--- src/rtl/instruction_loader_if.sv ---
// Byte-in / word-write bus between the debug UART side and the instruction loader.
// master = loader (consumes bytes, drives the memory write port).
interface instruction_loader_if #(
   parameter int NB_DATA        = 8,
   parameter int NB_INSTRUCTION = 32,
   parameter int NB_ADDR        = 10
);
   logic [NB_DATA-1:0]        i_rx_data;
   logic                      i_rx_valid;
   logic                      o_wr_en;
   logic [NB_ADDR-1:0]        o_wr_addr;
   logic [NB_INSTRUCTION-1:0] o_wr_data;

   modport master (
      input  i_rx_data, i_rx_valid,
      output o_wr_en, o_wr_addr, o_wr_data
   );

   modport slave (
      output i_rx_data, i_rx_valid,
      input  o_wr_en, o_wr_addr, o_wr_data
   );
endinterface

--- src/rtl/instruction_loader.sv ---
// Packs UART bytes (MSB first) into instruction words and writes them from address 0.
// Optional OPCODE_CHECK_EN macro adds a sticky unsupported-opcode flag.
module instruction_loader #(
   parameter int                        NB_DATA        = 8,
   parameter int                        NB_INSTRUCTION = 32,
   parameter int                        NB_ADDR        = 10,
   parameter logic [NB_INSTRUCTION-1:0] HALT_INSTR     = 32'hFFFF_FFFF
) (
   input  logic                 i_clock,
   input  logic                 i_reset,
   input  logic                 i_enable,
   input  logic                 i_start,
   instruction_loader_if.master io_bus,
   output logic                 o_busy,
   output logic                 o_done,
   output logic                 o_overflow,
   output logic [NB_ADDR:0]     o_instr_count,
   output logic                 o_opcode_err
);

   localparam int NB_BYTES = NB_INSTRUCTION / NB_DATA;
   localparam int NB_BCNT  = $clog2(NB_BYTES);
   localparam int NB_SHIFT = NB_INSTRUCTION - NB_DATA;

   typedef enum logic [1:0] {S_IDLE, S_LOAD, S_DONE, S_FULL} state_t;

   state_t                    r_state;
   state_t                    w_state_next;
   logic [NB_SHIFT-1:0]       r_shift;
   logic [NB_BCNT-1:0]        r_bcnt;
   logic [NB_ADDR-1:0]        r_ptr;
   logic [NB_ADDR:0]          r_count;
   logic                      r_wr_en;
   logic [NB_ADDR-1:0]        r_wr_addr;
   logic [NB_INSTRUCTION-1:0] r_wr_data;
   logic [NB_INSTRUCTION-1:0] w_word;
   logic                      w_accept;
   logic                      w_last;
   logic                      w_halt;
   logic                      w_ptr_max;

   always_ff @(posedge i_clock) begin
      if (!i_reset) r_state <= S_IDLE;
      else          r_state <= w_state_next;
   end

   always_comb begin
      w_word       = {r_shift, io_bus.i_rx_data};
      w_accept     = i_enable && !i_start && io_bus.i_rx_valid
                     && (r_state == S_LOAD);
      w_last       = w_accept && (r_bcnt == NB_BCNT'(NB_BYTES-1));
      w_halt       = (w_word == HALT_INSTR);
      w_ptr_max    = &r_ptr;
      w_state_next = r_state;
      if (i_enable) begin
         if (i_start)                   w_state_next = S_LOAD;
         else if (w_last && w_halt)     w_state_next = S_DONE;
         else if (w_last && w_ptr_max)  w_state_next = S_FULL;
      end
   end

   always_ff @(posedge i_clock) begin
      if (!i_reset) begin
         r_shift   <= '0;
         r_bcnt    <= '0;
         r_ptr     <= '0;
         r_count   <= '0;
         r_wr_en   <= 1'b0;
         r_wr_addr <= '0;
         r_wr_data <= '0;
      end else if (!i_enable) begin
         r_wr_en <= 1'b0;
      end else begin
         r_wr_en <= 1'b0;
         if (i_start) begin
            r_shift <= '0;
            r_bcnt  <= '0;
            r_ptr   <= '0;
            r_count <= '0;
         end else if (w_accept) begin
            r_shift <= w_word[NB_SHIFT-1:0];
            r_bcnt  <= r_bcnt + NB_BCNT'(1);
            if (w_last) begin
               r_bcnt    <= '0;
               r_wr_en   <= 1'b1;
               r_wr_addr <= r_ptr;
               r_wr_data <= w_word;
               // pointer parks on the last word; FULL/DONE stop further writes
               if (!w_ptr_max) r_ptr <= r_ptr + NB_ADDR'(1);
               if (!r_count[NB_ADDR]) r_count <= r_count + (NB_ADDR+1)'(1);
            end
         end
      end
   end

`ifdef OPCODE_CHECK_EN
   logic r_opcode_err;

   function automatic logic f_op_ok(input logic [5:0] op);
      f_op_ok = 1'b0;
      case (op) inside
         6'h00, 6'h02, 6'h03, 6'h04, 6'h05, 6'h08, 6'h0a,
         6'h0c, 6'h0d, 6'h0e, 6'h0f, [6'h20:6'h25],
         6'h28, 6'h29, 6'h2b, 6'h3f: f_op_ok = 1'b1;
         default:                    f_op_ok = 1'b0;
      endcase
   endfunction

   always_ff @(posedge i_clock) begin
      if (!i_reset)
         r_opcode_err <= 1'b0;
      else if (i_enable && i_start)
         r_opcode_err <= 1'b0;
      else if (w_last && !f_op_ok(w_word[NB_INSTRUCTION-1 -: 6]))
         r_opcode_err <= 1'b1;
   end

   assign o_opcode_err = r_opcode_err;
`else
   assign o_opcode_err = 1'b0;
`endif

   assign io_bus.o_wr_en   = r_wr_en & i_enable;
   assign io_bus.o_wr_addr = r_wr_addr;
   assign io_bus.o_wr_data = r_wr_data;
   assign o_busy           = (r_state == S_LOAD);
   assign o_done           = (r_state == S_DONE);
   assign o_overflow       = (r_state == S_FULL);
   assign o_instr_count    = r_count;

endmodule

--- src/flat_wrapper.sv ---
// flat-port wrapper written by rule: the top's interface ports become plain ports
module instruction_loader_flat 
#(
   parameter int                        NB_DATA        = 8,
   parameter int                        NB_INSTRUCTION = 32,
   parameter int                        NB_ADDR        = 10,
   parameter logic [NB_INSTRUCTION-1:0] HALT_INSTR     = 32'hFFFF_FFFF
)
  (i_clock, i_reset, i_enable, i_start, o_busy, o_done, o_overflow, o_instr_count, o_opcode_err, io_bus_i_rx_data, io_bus_i_rx_valid, io_bus_o_wr_en, io_bus_o_wr_addr, io_bus_o_wr_data);
  instruction_loader_if #(.NB_DATA(NB_DATA), .NB_INSTRUCTION(NB_INSTRUCTION), .NB_ADDR(NB_ADDR)) io_bus_i ();
  input  logic i_clock;
  input  logic i_reset;
  input  logic i_enable;
  input  logic i_start;
  output logic o_busy;
  output logic o_done;
  output logic o_overflow;
  output logic [NB_ADDR:0] o_instr_count;
  output logic o_opcode_err;
  input wire logic [$bits(io_bus_i.i_rx_data)-1:0] io_bus_i_rx_data;
  input wire logic [$bits(io_bus_i.i_rx_valid)-1:0] io_bus_i_rx_valid;
  output wire logic [$bits(io_bus_i.o_wr_en)-1:0] io_bus_o_wr_en;
  output wire logic [$bits(io_bus_i.o_wr_addr)-1:0] io_bus_o_wr_addr;
  output wire logic [$bits(io_bus_i.o_wr_data)-1:0] io_bus_o_wr_data;
  assign io_bus_i.i_rx_data = io_bus_i_rx_data;
  assign io_bus_i.i_rx_valid = io_bus_i_rx_valid;
  assign io_bus_o_wr_en = io_bus_i.o_wr_en;
  assign io_bus_o_wr_addr = io_bus_i.o_wr_addr;
  assign io_bus_o_wr_data = io_bus_i.o_wr_data;
  instruction_loader #(.NB_DATA(NB_DATA), .NB_INSTRUCTION(NB_INSTRUCTION), .NB_ADDR(NB_ADDR), .HALT_INSTR(HALT_INSTR)) u_core (.i_clock(i_clock), .i_reset(i_reset), .i_enable(i_enable), .i_start(i_start), .io_bus(io_bus_i), .o_busy(o_busy), .o_done(o_done), .o_overflow(o_overflow), .o_instr_count(o_instr_count), .o_opcode_err(o_opcode_err));
endmodule
--- config.mk ---
export PLATFORM = sky130hd
export DESIGN_NAME = instruction_loader_flat
export DESIGN_NICKNAME = d
export VERILOG_FILES = /design/src/rtl/instruction_loader_if.sv /design/src/rtl/instruction_loader.sv /design/src/flat_wrapper.sv
export SDC_FILE = /design/constraint.sdc
export NUM_CORES = 1
export LEC_CHECK = 0
export ABC_AREA = 1
export BUFFER_PORTS_ARGS = -buffer_cell sky130_fd_sc_hd__buf_2
export CAP_MARGIN = 0
export CORE_AREA = 2 2 95 97
export CTS_BUF_LIST = sky130_fd_sc_hd__clkbuf_8 sky130_fd_sc_hd__clkbuf_16
export CTS_CLUSTER_SIZE = 28
export DETAILED_ROUTE_END_ITERATION = 10
export DIE_AREA = 0 0 97 99
export PLACE_DENSITY = 0.65
export SYNTH_ARGS = -nofsm -noshare
export SYNTH_HDL_FRONTEND = slang
export SYNTH_SLANG_ARGS = --single-unit
--- constraint.sdc ---
create_clock -name i_clock -period 2.3 [get_ports i_clock]
set_input_delay 0.23 -clock i_clock [delete_from_list [all_inputs] [get_ports i_clock]]
set_output_delay 0.23 -clock i_clock [all_outputs]
set_load 0.02 [all_outputs]
======== Word level (Yosys, flattened, before mapping) ========
Cells that the tools add are included.
word-level totals
  bits of input ports ..................... 13
  output and inout port bits .............. 58
  bits in registers ....................... 92
  word-level logic and storage cells ...... 59
operators by class
  muxes and demuxes ....................... 17
  add/sub/neg operators ................... 3
  bitwise gates (word level) .............. 5
  equality and inequality tests ........... 7
  reduce and logical (&&, ||, !) cells .... 18
operators with widths
  kind                                                                    number
  24-bit 2-to-1 mux                                                       2
  11-bit 2-to-1 mux                                                       4
  10-bit 2-to-1 mux                                                       4
  32-bit equality test (second input constant)                            1
  2-bit 2-to-1 mux                                                        6
  4-bit AND reduction                                                     3
  11-bit by 1-bit adder with 11-bit output (second input constant)        1
  10-bit by 1-bit adder with 10-bit output (second input constant)        1
  10-bit AND reduction                                                    1
  2-bit equality test (second input constant)                             3
  1-bit logical AND                                                       6
  2-bit inequality test (second input constant)                           2
  1-bit inverter                                                          4
  2-bit AND reduction                                                     2
  2-bit nonzero test                                                      2
  4-bit OR reduction                                                      1
  3-bit AND reduction                                                     1
  3-bit nonzero test                                                      1
  2-bit by 1-bit adder with 2-bit output (second input constant)          1
  2-bit by 1-bit equality test with 1-bit output (second input constant)  1
  1-bit bitwise AND                                                       1
  1-bit logical NOT                                                       1
  1-bit 2-to-1 mux                                                        1

======== Logic depth before layout (Yosys ltp) ========
  depth in word-level cells ............... 9
  mapped depth ............................ 11
  mapped depth without buffers ............ 10

======== Worst setup path after synthesis ========
OpenSTA, ideal clock, no wires.
  path kind ............................... reg2reg
  from .................................... register u_core.r_ptr[0]
  to ...................................... register u_core.r_ptr[3]
  cell stages (with the launch flop) ...... 9
  buffers on the path ..................... 0
  slack ................................... 0.797 ns
  library setup time ...................... 0.058 ns
  required time ........................... 2.242 ns
  clock period less this slack ............ 1.503 ns
  data arrival time ....................... 1.445 ns
  path through ............................ dfxtp_1 ha_1 nand2_1 nor2_1 nand3_1 a21oi_2 nand2_1 nand2_1 o21a_1
between the ends
  longest elaborated chain between the ends .. 5
  elaborated cells between the ends (all ways) .. 8
  those cells by class .................... add/sub: 1; eq/ne: 1; mux: 4; reduce/logical: 2
RTL lines
  element                                   RTL line                  source
  start: declaration                        instruction_loader.sv:31  logic [NB_ADDR-1:0] r_ptr;
  start signal: assignment                  instruction_loader.sv:89  if (!w_ptr_max) r_ptr <= r_ptr + NB_ADDR'(1);
  10-bit by 1-bit adder with 10-bit output  instruction_loader.sv:89
  10-bit 2-to-1 mux                         instruction_loader.sv:89
  10-bit 2-to-1 mux                         instruction_loader.sv:83  if (w_last) begin
  10-bit 2-to-1 mux                         instruction_loader.sv:80  end else if (w_accept) begin
  10-bit 2-to-1 mux                         instruction_loader.sv:75  if (i_start) begin
Parallel ways exist; a longest one is shown, timed or not. The select of a mux whose other input is x is not followed.
A chain may end at the register's enable or synchronous reset.

======== Final worst setup path ========
  from .................................... register u_core.r_ptr[0]
  to ...................................... register u_core.r_ptr[1]
The elaborated chain is that of the path after synthesis.

==> impl_metrics.py <==
metrics = {
    "status": {
        "status": "finished clean",
    },
    "cells_and_area": {
        "fin_util": 0.511,
        "multi_input_area_mm2": 0.00164,
        "antenna_cells": 0,
        "register_area_mm2": 0.00184,
        "final_cell_area_mm2": 0.00437,
        "n_fill_cell": 875,
        "nets": 592,
        "layout-drive-gt1-share": 0.179,
        "area_delta_synth_final_pct": 17.0,
    },
    "synth": {
        "synth_edf_count": 0,
        "synth_common_cells": "nand2_1, dfxtp_1, a21oi_1",
        "async_flop_share": 0,
        "yosys_warnings": 0,
        "syn_area_mm2": 0.00373,
        "netlist.area_leader.share": 0.493,
        "syn_avg_cell_area_um2": 7.31,
        "synth_cell_types": 32,
        "synth_most_common_cell": "nand2_1",
        "syn_nets": 527,
        "synth_top_cells_by_area": "dfxtp_1, nand2_1, a21oi_1",
        "synth_ff_type": "dfxtp_1",
        "seq_area_frac_synth": 0.493,
        "ys_seq_elements": 92,
        "yosysTopAreaCell": "dfxtp_1",
        "synth_cells": 511,
    },
    "critical_path": {
        "slowest_delay_ns": 0.39,
        "required_ns": 2.58,
        "cp_slowest_cell": "dfxtp_1",
        "crit_path_start_kind": "flip-flop",
        "crit_fanout": 6,
        "end_kind": "flip-flop",
        "cp_top_family": "simple AND/OR/NAND/NOR gates",
        "cp.arrival_ns": 2.15,
        "critPathKind": "reg2reg",
        "crit_top_cell": "nand2_1",
        "cp_cell_sequence": "ha_1 > nand2_1 > nor2_1 > nand3_1 > a21oi_2 > nand2_1 > o21ai_0",
        "cp.buffers_inverters": 0,
    },
    "power": {
        "powerDensity_mw_per_mm2": 642,
        "ir_worst_vdd_v": 0.000356,
        "power_leakage_uw": 0.00181,
    },
    "routing": {
        "drtIter0Drc": 189,
        "drtPass1Iterations": 5,
        "viasPerCell": 5.09,
        "drt-wirelength-per-cell_um": 12.9,
        "ant_nets": 0,
        "num_vias": 3510,
        "wl_mm": 8.92,
        "drc": 0,
    },
    "cts": {
        "htree_levels": 3,
        "root_buffer": "clkbuf_8",
        "path_clk_slew_ns": 0.10,
        "cts_inserted_buffers": 9,
        "cts_max_path_buffers": 2,
        "cts_hold_buffers": 0,
        "cts.sinks": 92,
        "postCtsSetupBuffers": 0,
        "clock_latency_ns": 0.36,
        "cts_resized": 0,
        "cts_tree": "done",
    },
    "floorplan": {
        "boundaryPins": 71,
        "die_area_mm2": 0.00960,
        "num_rows": 34,
        "coreArea_mm2": 0.00855,
        "initial_core_util": 0.437,
        "die_h_um": 99,
        "die_w_um": 97,
    },
    "timing": {
        "tightest_slew_ns": 0.655,
        "rsz0062_at_grt": "false",
        "relSlewSlack": 0.561,
        "finalSetupViolations": 0,
        "drv_slew": 0,
        "hold_viol": 0,
        "fin_crit_sh": 0.814,
        "max_freq_mhz": 534,
        "min_period_ns": 1.87,
        "tns_ns": 0,
        "clock_skew_ns": 0.0125,
    },
    "grt": {
        "grt_max_degree": 45,
        "grt_pass1_vias": 3251,
        "grt_usage": 0.189,
        "grt_first_pass_wirelength_mm": 15.0,
        "grt_antenna_before_repair": 0,
        "overflow": 0,
    },
    "place": {
        "place_area_mm2": 0.00417,
        "hpwl_mm": 6.31,
        "routabilityCongestion": 0.897,
        "io_buffers": 69,
    },
    "run": {
        "max_cap_viol_count": 0,
    },
    "hold_path": {
        "hp-class": "in2reg",
    },
}
cell type report:
cell class,count,share of cell area
flip-flops and latches,92,0.422
inverters,41,0.0352
multi-input cells,356,0.376
repair buffers,76,0.0911
well taps,108,0.0309
clock inverters,4,0.00745
clock buffers,12,0.0378
power breakdown:
part / switching [µW] / leakage [µW] / internal, µW / total, µW
Sequential: 6.76 / 0.000742 / 1600 / 1610
Clock: 574 / 0.0000948 / 486 / 1060
Combinational: 102 / 0.000972 / 37.1 / 139
Total: 683 / 0.00181 / 2120 / 2800
metal layers:
| metal | track usage | up-vias | share of wire |
|---|---|---|---|
| met5 | 0 | - | 0 |
| met4 | 0.0368 | 0 | 0.0071 |
| met3 | 0.0504 | 5 | 0.056 |
| met2 | 0.318 | 101 | 0.48 |
| met1 | 0.248 | 1629 | 0.45 |
| li1 | - | 1775 | - |
tightest hold or removal path, cell delays in order:
cell and delay [ns]:
buf_2 0.11, nand2_1 0.06, a21oi_1 0.05
state kept, by name, indices dropped and copies added, names as in the netlist:
name                     flops
u_core.r_ptr                10
u_core.r_shift              24
u_core.o_instr_count        11
u_core.r_wr_en               1
u_core.r_state               2
u_core.io_bus.o_wr_data     32
u_core.r_bcnt                2
u_core.io_bus.o_wr_addr     10
layout by cell type, fill, tap and decap left out, types with 3 or more instances in the layout:
master	instances
nand2_1	143
dfxtp_1	92
a21oi_1	70
buf_2	69
nor2_1	54
inv_1	40
o21ai_0	40
nand3_1	18
clkbuf_8	12
buf_4	7
nand2_2	3
nor3_1	3
nand4_1	3
ha_1	3
cell families (layout without fill, tap and decap cells):
family	after synthesis	count (layout)	share of synthesized area
buffers and inverters	63	133	0.0684
adders and majority gates	3	3	0.0101
other	1	1	0.00100
and+or+nand+nor	231	231	0.258
DFF	92	92	0.493
AOI/OAI and AO/OA	121	121	0.169
path summary, 6_finish.rpt:
path                                start  depth (start not counted)  slack, ns                         end
setup / recovery          u_core.r_ptr[0]                          7       0.43             u_core.r_ptr[1]
hold / removal        io_bus_i_rx_data[5]                          3       0.13  u_core.io_bus.o_wr_data[5]
setup reg to reg          u_core.r_ptr[0]                          7       0.43             u_core.r_ptr[1]
hold reg to reg   u_core.o_instr_count[6]                          2       0.46     u_core.o_instr_count[6]
stage by stage:
step	power, µW	cells	hold slack (ns)	setup slack (ns)
global route	2930	689	0.126	0.251
detailed placement	1780	673	0.451	0.521
global placement	1780	673	0.441	0.594
floorplan	1730	511	0.369	0.797
finish	2800	689	0.132	0.429
CTS	2820	689	0.120	0.486
Note: power is estimated with default switching activity, not from simulation.
